**src/rtl/cyclic_encoder_param.sv**
```systemverilog
// -----------------------------------------------------------------------------
// cyclic_encoder_param
//
// Serial systematic (N,K) cyclic encoder. K message bits arrive MSB-first and
// are passed straight through to the output with zero latency. While they pass,
// an LFSR divides m(x)*x^(N-K) by g(x). The N-K remainder bits are then shifted
// out MSB-first as parity. Both sides use valid/ready handshakes. The upstream
// side is stalled whenever the downstream side stalls.
//
// Parameters:
//   N    codeword length (N > K >= 1)
//   K    message length
//   GEN  generator polynomial, width N-K+1, MSB = x^(N-K); GEN[N-K]=GEN[0]=1
//
// Ports:
//   clk      system clock, rising edge
//   reset    asynchronous active-high reset
//   enable   global clock enable; low freezes all state and blocks transfers
//   abort    synchronous frame abort (effective only while enable=1)
//   s_valid  input bit valid
//   s_ready  encoder can accept an input bit
//   s_data   message bit, highest power first
//   m_valid  output bit valid
//   m_ready  downstream accepts the output bit
//   m_data   codeword bit
//   m_last   high on the final (N-th) codeword bit
//   busy     high while a frame is partially transferred
// -----------------------------------------------------------------------------
module cyclic_encoder_param #(
  parameter int           N   = 15,
  parameter int           K   = 11,
  parameter logic [N-K:0] GEN = 5'b10011
) (
  input  logic clk,
  input  logic reset,
  input  logic enable,
  input  logic abort,
  input  logic s_valid,
  output logic s_ready,
  input  logic s_data,
  output logic m_valid,
  input  logic m_ready,
  output logic m_data,
  output logic m_last,
  output logic busy
);

  localparam int P  = N - K;
  localparam int CW = (N > 1) ? $clog2(N) : 1;

  localparam logic [CW-1:0] LAST_DATA = CW'(K - 1);
  localparam logic [CW-1:0] LAST_CW   = CW'(N - 1);

  typedef enum logic {
    DATA   = 1'b0,
    PARITY = 1'b1
  } state_t;

  state_t        state;
  logic [CW-1:0] cnt;
  logic [P-1:0]  r;
  logic          xfer;

  // One division step of the remainder register. The feedback bit is the
  // incoming message bit XORed with the current remainder MSB. The x^(N-K) term
  // of g(x) is implicit, so only GEN[N-K-1:0] is folded back in.
  function automatic logic [P-1:0] div_step(input logic [P-1:0] rem,
                                            input logic         fb);
    div_step = (rem << 1) ^ (fb ? GEN[P-1:0] : '0);
  endfunction

  always_comb begin
    s_ready = 1'b0;
    m_valid = 1'b0;
    m_data  = 1'b0;
    m_last  = 1'b0;
    xfer    = 1'b0;
    if (state == DATA) begin
      // Message bits pass straight through. Upstream readiness mirrors
      // downstream readiness, so a stall on one side holds both sides.
      s_ready = m_ready & enable;
      m_valid = s_valid & enable;
      m_data  = s_data;
      xfer    = s_valid & m_ready & enable;
    end else begin
      m_valid = enable;
      m_data  = r[P-1];
      m_last  = (cnt == LAST_CW);
      xfer    = enable & m_ready;
    end
  end

  assign busy = (cnt != '0);

  always_ff @(posedge clk or posedge reset) begin
    if (reset) begin
      state <= DATA;
      cnt   <= '0;
      r     <= '0;
    end else if (enable) begin
      if (abort) begin
        // Abort wins over any transfer. The bit offered this cycle is dropped.
        state <= DATA;
        cnt   <= '0;
        r     <= '0;
      end else if (xfer) begin
        if (state == DATA) begin
          r   <= div_step(r, s_data ^ r[P-1]);
          cnt <= cnt + CW'(1);
          if (cnt == LAST_DATA) state <= PARITY;
        end else if (cnt == LAST_CW) begin
          // Return to DATA at once so the next frame can start next cycle.
          state <= DATA;
          cnt   <= '0;
          r     <= '0;
        end else begin
          r   <= r << 1;
          cnt <= cnt + CW'(1);
        end
      end
    end
  end

endmodule

```
**config.mk**
```make
export PLATFORM = sky130hd
export DESIGN_NAME = cyclic_encoder_param
export DESIGN_NICKNAME = d
export VERILOG_FILES = /design/src/rtl/cyclic_encoder_param.sv
export SDC_FILE = /design/constraint.sdc
export NUM_CORES = 1
export LEC_CHECK = 0
export ABC_AREA = 1
export BUFFER_PORTS_ARGS = -buffer_cell sky130_fd_sc_hd__clkbuf_2
export CAP_MARGIN = 10
export CORE_MARGIN = 4
export CORE_UTILIZATION = 46
export CTS_CLUSTER_SIZE = 14
export DETAILED_ROUTE_END_ITERATION = 8
export GPL_TIMING_DRIVEN = 0
export PLACE_DENSITY = 0.68
export SLEW_MARGIN = 20
export SYNTH_ARGS = -nofsm -noshare
export SYNTH_HDL_FRONTEND = slang
export SYNTH_SLANG_ARGS = --single-unit
```
**constraint.sdc**
```tcl
create_clock -name clk -period 3.16 [get_ports clk]
set_input_delay 0.474 -clock clk [delete_from_list [all_inputs] [get_ports clk]]
set_output_delay 0.474 -clock clk [all_outputs]
set_load 0.01 [all_outputs]
```
# Yosys cells after proc, flatten, opt, wreduce, memory -nomap -nowiden
# Cells that the tools add are included.
[word_totals]
wordCells = 34
inputBits = 7
out_inout_bits = 5
register_bits = 9
[op_classes]
addsub = 1
n_reduce_logical = 3
bitwise = 6
eq_ne = 2
n_mux = 19
[op_table]
columns = ["operator", "n"]
rows = [
  ["2-to-1 mux 4 bit", 8],
  ["2-to-1 mux 1 bit", 10],
  ["equality test 4 bit (second input constant)", 2],
  ["adder 4 x 1 -> 4 bit (second input constant)", 1],
  ["bitwise AND 1 bit", 4],
  ["nonzero test 4 bit", 1],
  ["XOR 4 x 2 -> 4 bit", 1],
  ["2-to-1 mux 2 bit", 1],
  ["AND reduction 2 bit", 1],
  ["nonzero test 2 bit", 1],
  ["XOR 1 bit", 1],
]

# Logic depth before layout (Yosys ltp)
[logic_depth]
depth_word = 6
ltp_mapped = 9
depth_no_buf = 9

# Worst setup path after synthesis
# No wires, ideal clock.
[synth_path]
kind = "register to output"
startpoint = "register cnt[0]"
endpoint = "output port m_last"
required_ns = 2.686
arrival_time_ns = 0.950
slack_ns = 1.736
path_stages_with_launch = 7
path_buffers = 0
path_cell_list = "dfrtp_1 > inv_1 > ha_1 > nand2_1 > nor2_2 > nand2_2 > clkinv_2"
[synth_via]
elab_chain_len = 2
[synth_rtl]
columns = ["item", "line", "rtl"]
rows = [
  ["start: declaration", "60", "logic [CW-1:0] cnt;"],
  ["start signal: assignment", "109", "cnt <= cnt + CW'(1);"],
  ["start signal: assignment", "118", "cnt <= cnt + CW'(1);"],
  ["equality test 4 bit", "88", "m_last = (cnt == LAST_CW);"],
  ["2-to-1 mux 1 bit", "78", "if (state == DATA) begin"],
  ["end: declaration", "44", "output logic m_last,"],
]
# Every way passes these cells.

# Worst setup path after layout
# Same ends and word-level chain as after synthesis.

==> flow_summary_export.csv <==
group,metric,value,unit
outcome,status,"finished clean",
clocking,h-tree-depth,1,
die,die_w,45.2,um
global_route,globalRouteOverflowTotal,0,
critical_path,crit_type,"register to primary output",
global_route,grt_use_met2,0.189,
finish,insertedDiodeCount,0,
flow_run,maxCapViolCount,0,
timing,setup_tns,0,ns
timing,rsz0062_at_grt,"no",
critical_path,regToRegStartpoint,"cnt[0]",
pwr,vdd_ir_drop_max,0.230,mV
pwr,p_leak,0.409,nW
yosys,ys.warnings.count,0,
yosys,synth_top_area_cell,"dfrtp_1",
critical_path,r2r_cells,9,
global_route,grt_pass1_wl,1910,um
die,core_area,0.00130,mm2
placed_design,gp_congestion,0.726,
timing,skew,0.00192,ns
finish,fin_util,0.567,
critical_path,arrival,1.42,ns
global_route,grtUsageTotal,0.129,
clocking,cts_hold_buf,0,
placed_design,port-buffer-count,11,
die,num_rows,13,
detailed_routing,first_pass_iters,4,
critical_path,start_kind,"register",
detailed_routing,routed_wl,1090,um
placed_design,dpl_cell_area,712,um2
clocking,numCtsBuffers,3,
detailed_routing,num_vias,519,
yosys,ys_ff_latch,9,
clocking,clk_path_buf_depth,2,
die,initial_core_util,0.490,
yosys,syn_area_per_cell,7.51,um2
critical_path,startpoint,"cnt[0]",
yosys,syn-cell-area,638,um2
critical_path,slowest_delay,0.41,ns
yosys,synth_top_area_share,0.353,
yosys,synth_cell_types,24,
critical_path,r2r_end,"r[1]",
finish,layout.cells.non_filler,115,
placed_design,hpwl,909,um
timing,setup_viol,0,
timing,finalCriticalPeriod,1.90,ns
clocking,clockRootBuffer,"clkbuf_4",
timing,whs,0.140,ns
global_route,grt_util_met3,0.0120,
yosys,yosysSeqAreaShare,0.353,
global_route,gr-usage-met1,0.171,
detailed_routing,drc,0,
clocking,tritoncts,"done",
global_route,grt_pass1_vias,462,
yosys,synth_cells,85,
clocking,postCtsSetupBuffers,0,
finish,layout-drive-gt1-share,0.290,
detailed_routing,drtIter0Drc,7,
clocking,ctsResizeCount,0,
critical_path,r2r_setup_slack,1.84,ns
global_route,grt_busiest_layer,"met2",
clocking,clock_latency,0.26,ns
die,io-pin-count,12,
finish,design_area,738,um2
global_route,antenna_found_initial,0,
timing,relSlewSlack,0.779,
yosys,synth_area_leaders,"dfrtp_1 35%, nand2_1 21%, ha_1 5.9%",
detailed_routing,wl_per_cell,9.44,um
critical_path,path_cells,"inv_1, ha_1, nand2_1, nor2_2, nand2_2, clkinv_2, clkbuf_2",
die,dieArea,0.00205,mm2
finish,nets,111,
placed_design,dp.cells,111,
critical_path,critPathSlowestCell,"dfrtp_1",
critical_path,cp-end-kind,"primary output",
critical_path,cp_max_fo,4,
critical_path,endpoint,"m_last",
hold_path,hold_class,"input pin to async pin",
timing,worstMarginPinSlew,0.331,ns
timing,hold_viol_final,0,
timing,max_freq,528,MHz
critical_path,cp.required,2.69,ns
detailed_routing,final_antenna_net_count,0,
finish,area_delta_synth_final,15.7,%
pwr,power_density,337,mW/mm2
die,chipHeight,45.2,um
detailed_routing,viasPerCell,4.51,
timing,slew_violations,0,
timing,finalCritPeriodShare,0.600,
clocking,cts_sinks,9,
clocking,clk_pin_slew,0.06,ns
global_route,grt_max_degree,10,
yosys,syn_nets,95,
finish,fillers,131,
-- per-stage QoR --
| step | power [mW] | setup WS, ns |
|---|---|---|
| 3_3_place_gp | 0.164 | 1.56 |
| 5_1_grt | 0.267 | 1.11 |
| 6_report | 0.249 | 1.26 |
| 2_1_floorplan | 0.152 | 1.74 |
| 4_1_cts | 0.254 | 1.24 |
| 3_5_place_dp | 0.164 | 1.53 |
-- kinds of logic (layout without fill, tap and decap cells) --
kind of cell    Yosys count  after routing  share of synthesized area
fa+ha+maj                 3              3                     0.0588
compound gates            6              6                     0.0588
simple gates             52             52                      0.410
flops                     9              9                      0.353
buf+inv                  15             30                      0.120
-- area by class of cell --
class,count,area [um2],share of cell area
multi-input combinational,61,337,0.456
buffer,1,11.3,0.0153
clock buffer,4,26.3,0.0356
timing repair buffer,11,55.1,0.0746
sequential,9,225,0.305
tap,15,18.8,0.0254
inverter,14,65.1,0.0881
-- power breakdown --
| part | internal (mW) | leakage [nW] | total, mW | switching [mW] |
|---|---|---|---|---|
| Clock | 0.0486 | 0.0150 | 0.0871 | 0.0385 |
| Combinational | 0.0150 | 0.269 | 0.0396 | 0.0246 |
| Sequential | 0.119 | 0.124 | 0.122 | 0.00304 |
| Total | 0.182 | 0.409 | 0.249 | 0.0661 |
-- cells in the mapped netlist (all sizes together) --
library cell,number
nand2,39
inv,11
o22ai,1
dfrtp,9
ha,3
nand3,6
o21a,1
buf,1
clkinv,3
o21ai,2
nand4,1
a21oi,2
nor2,6
-- routing by layer --
layer / wire (um) / share of wire
met5: 0 / 0
met3: 50 / 0.046
met1: 511 / 0.47
met2: 502 / 0.46
met4: 21 / 0.019
-- worst max-delay path: cells and delay by family (launching register included) --
kind                       cells  cell delay (ns)
DFF                            1             0.41
buffers and inverters          3             0.30
and+or+nand+nor                3             0.27
adders and majority gates      1             0.18
-- flip-flops by register name, summed over array words and instances, names as in the netlist --
register  cells
cnt           4
r             4
state         1
-- how the worst min path moves through the flow --
stage	endpoint	slack, ns	depth (start not counted)
after detailed placement	cnt[1]	0.42	2
after global placement	r[1]	0.42	2
final	cnt[0]	0.14	2
after floorplan	cnt[0]	0.30	1
after CTS	cnt[1]	0.13	2
after global routing	cnt[1]	0.16	2
-- cell usage in the layout, fill, tap and decap left out --
master / n
clkbuf_2: 11
clkinv_1: 1
nand2_4: 2
nor2_2: 1
inv_8: 1
o22ai_1: 1
clkinv_2: 2
dfrtp_1: 9
clkbuf_4: 3
nand4_1: 1
ha_1: 3
inv_4: 1
nand2_8: 1
nand3_4: 1
nand2_1: 35
nand2_2: 1
inv_1: 7
nor2_1: 4
nand3_1: 5
o21a_1: 1
o21ai_0: 1
inv_2: 2
o21ai_2: 1
buf_6: 1
nor2_4: 1
a21oi_1: 2
clkbuf_1: 1
Power figures use the tool's default switching activity.
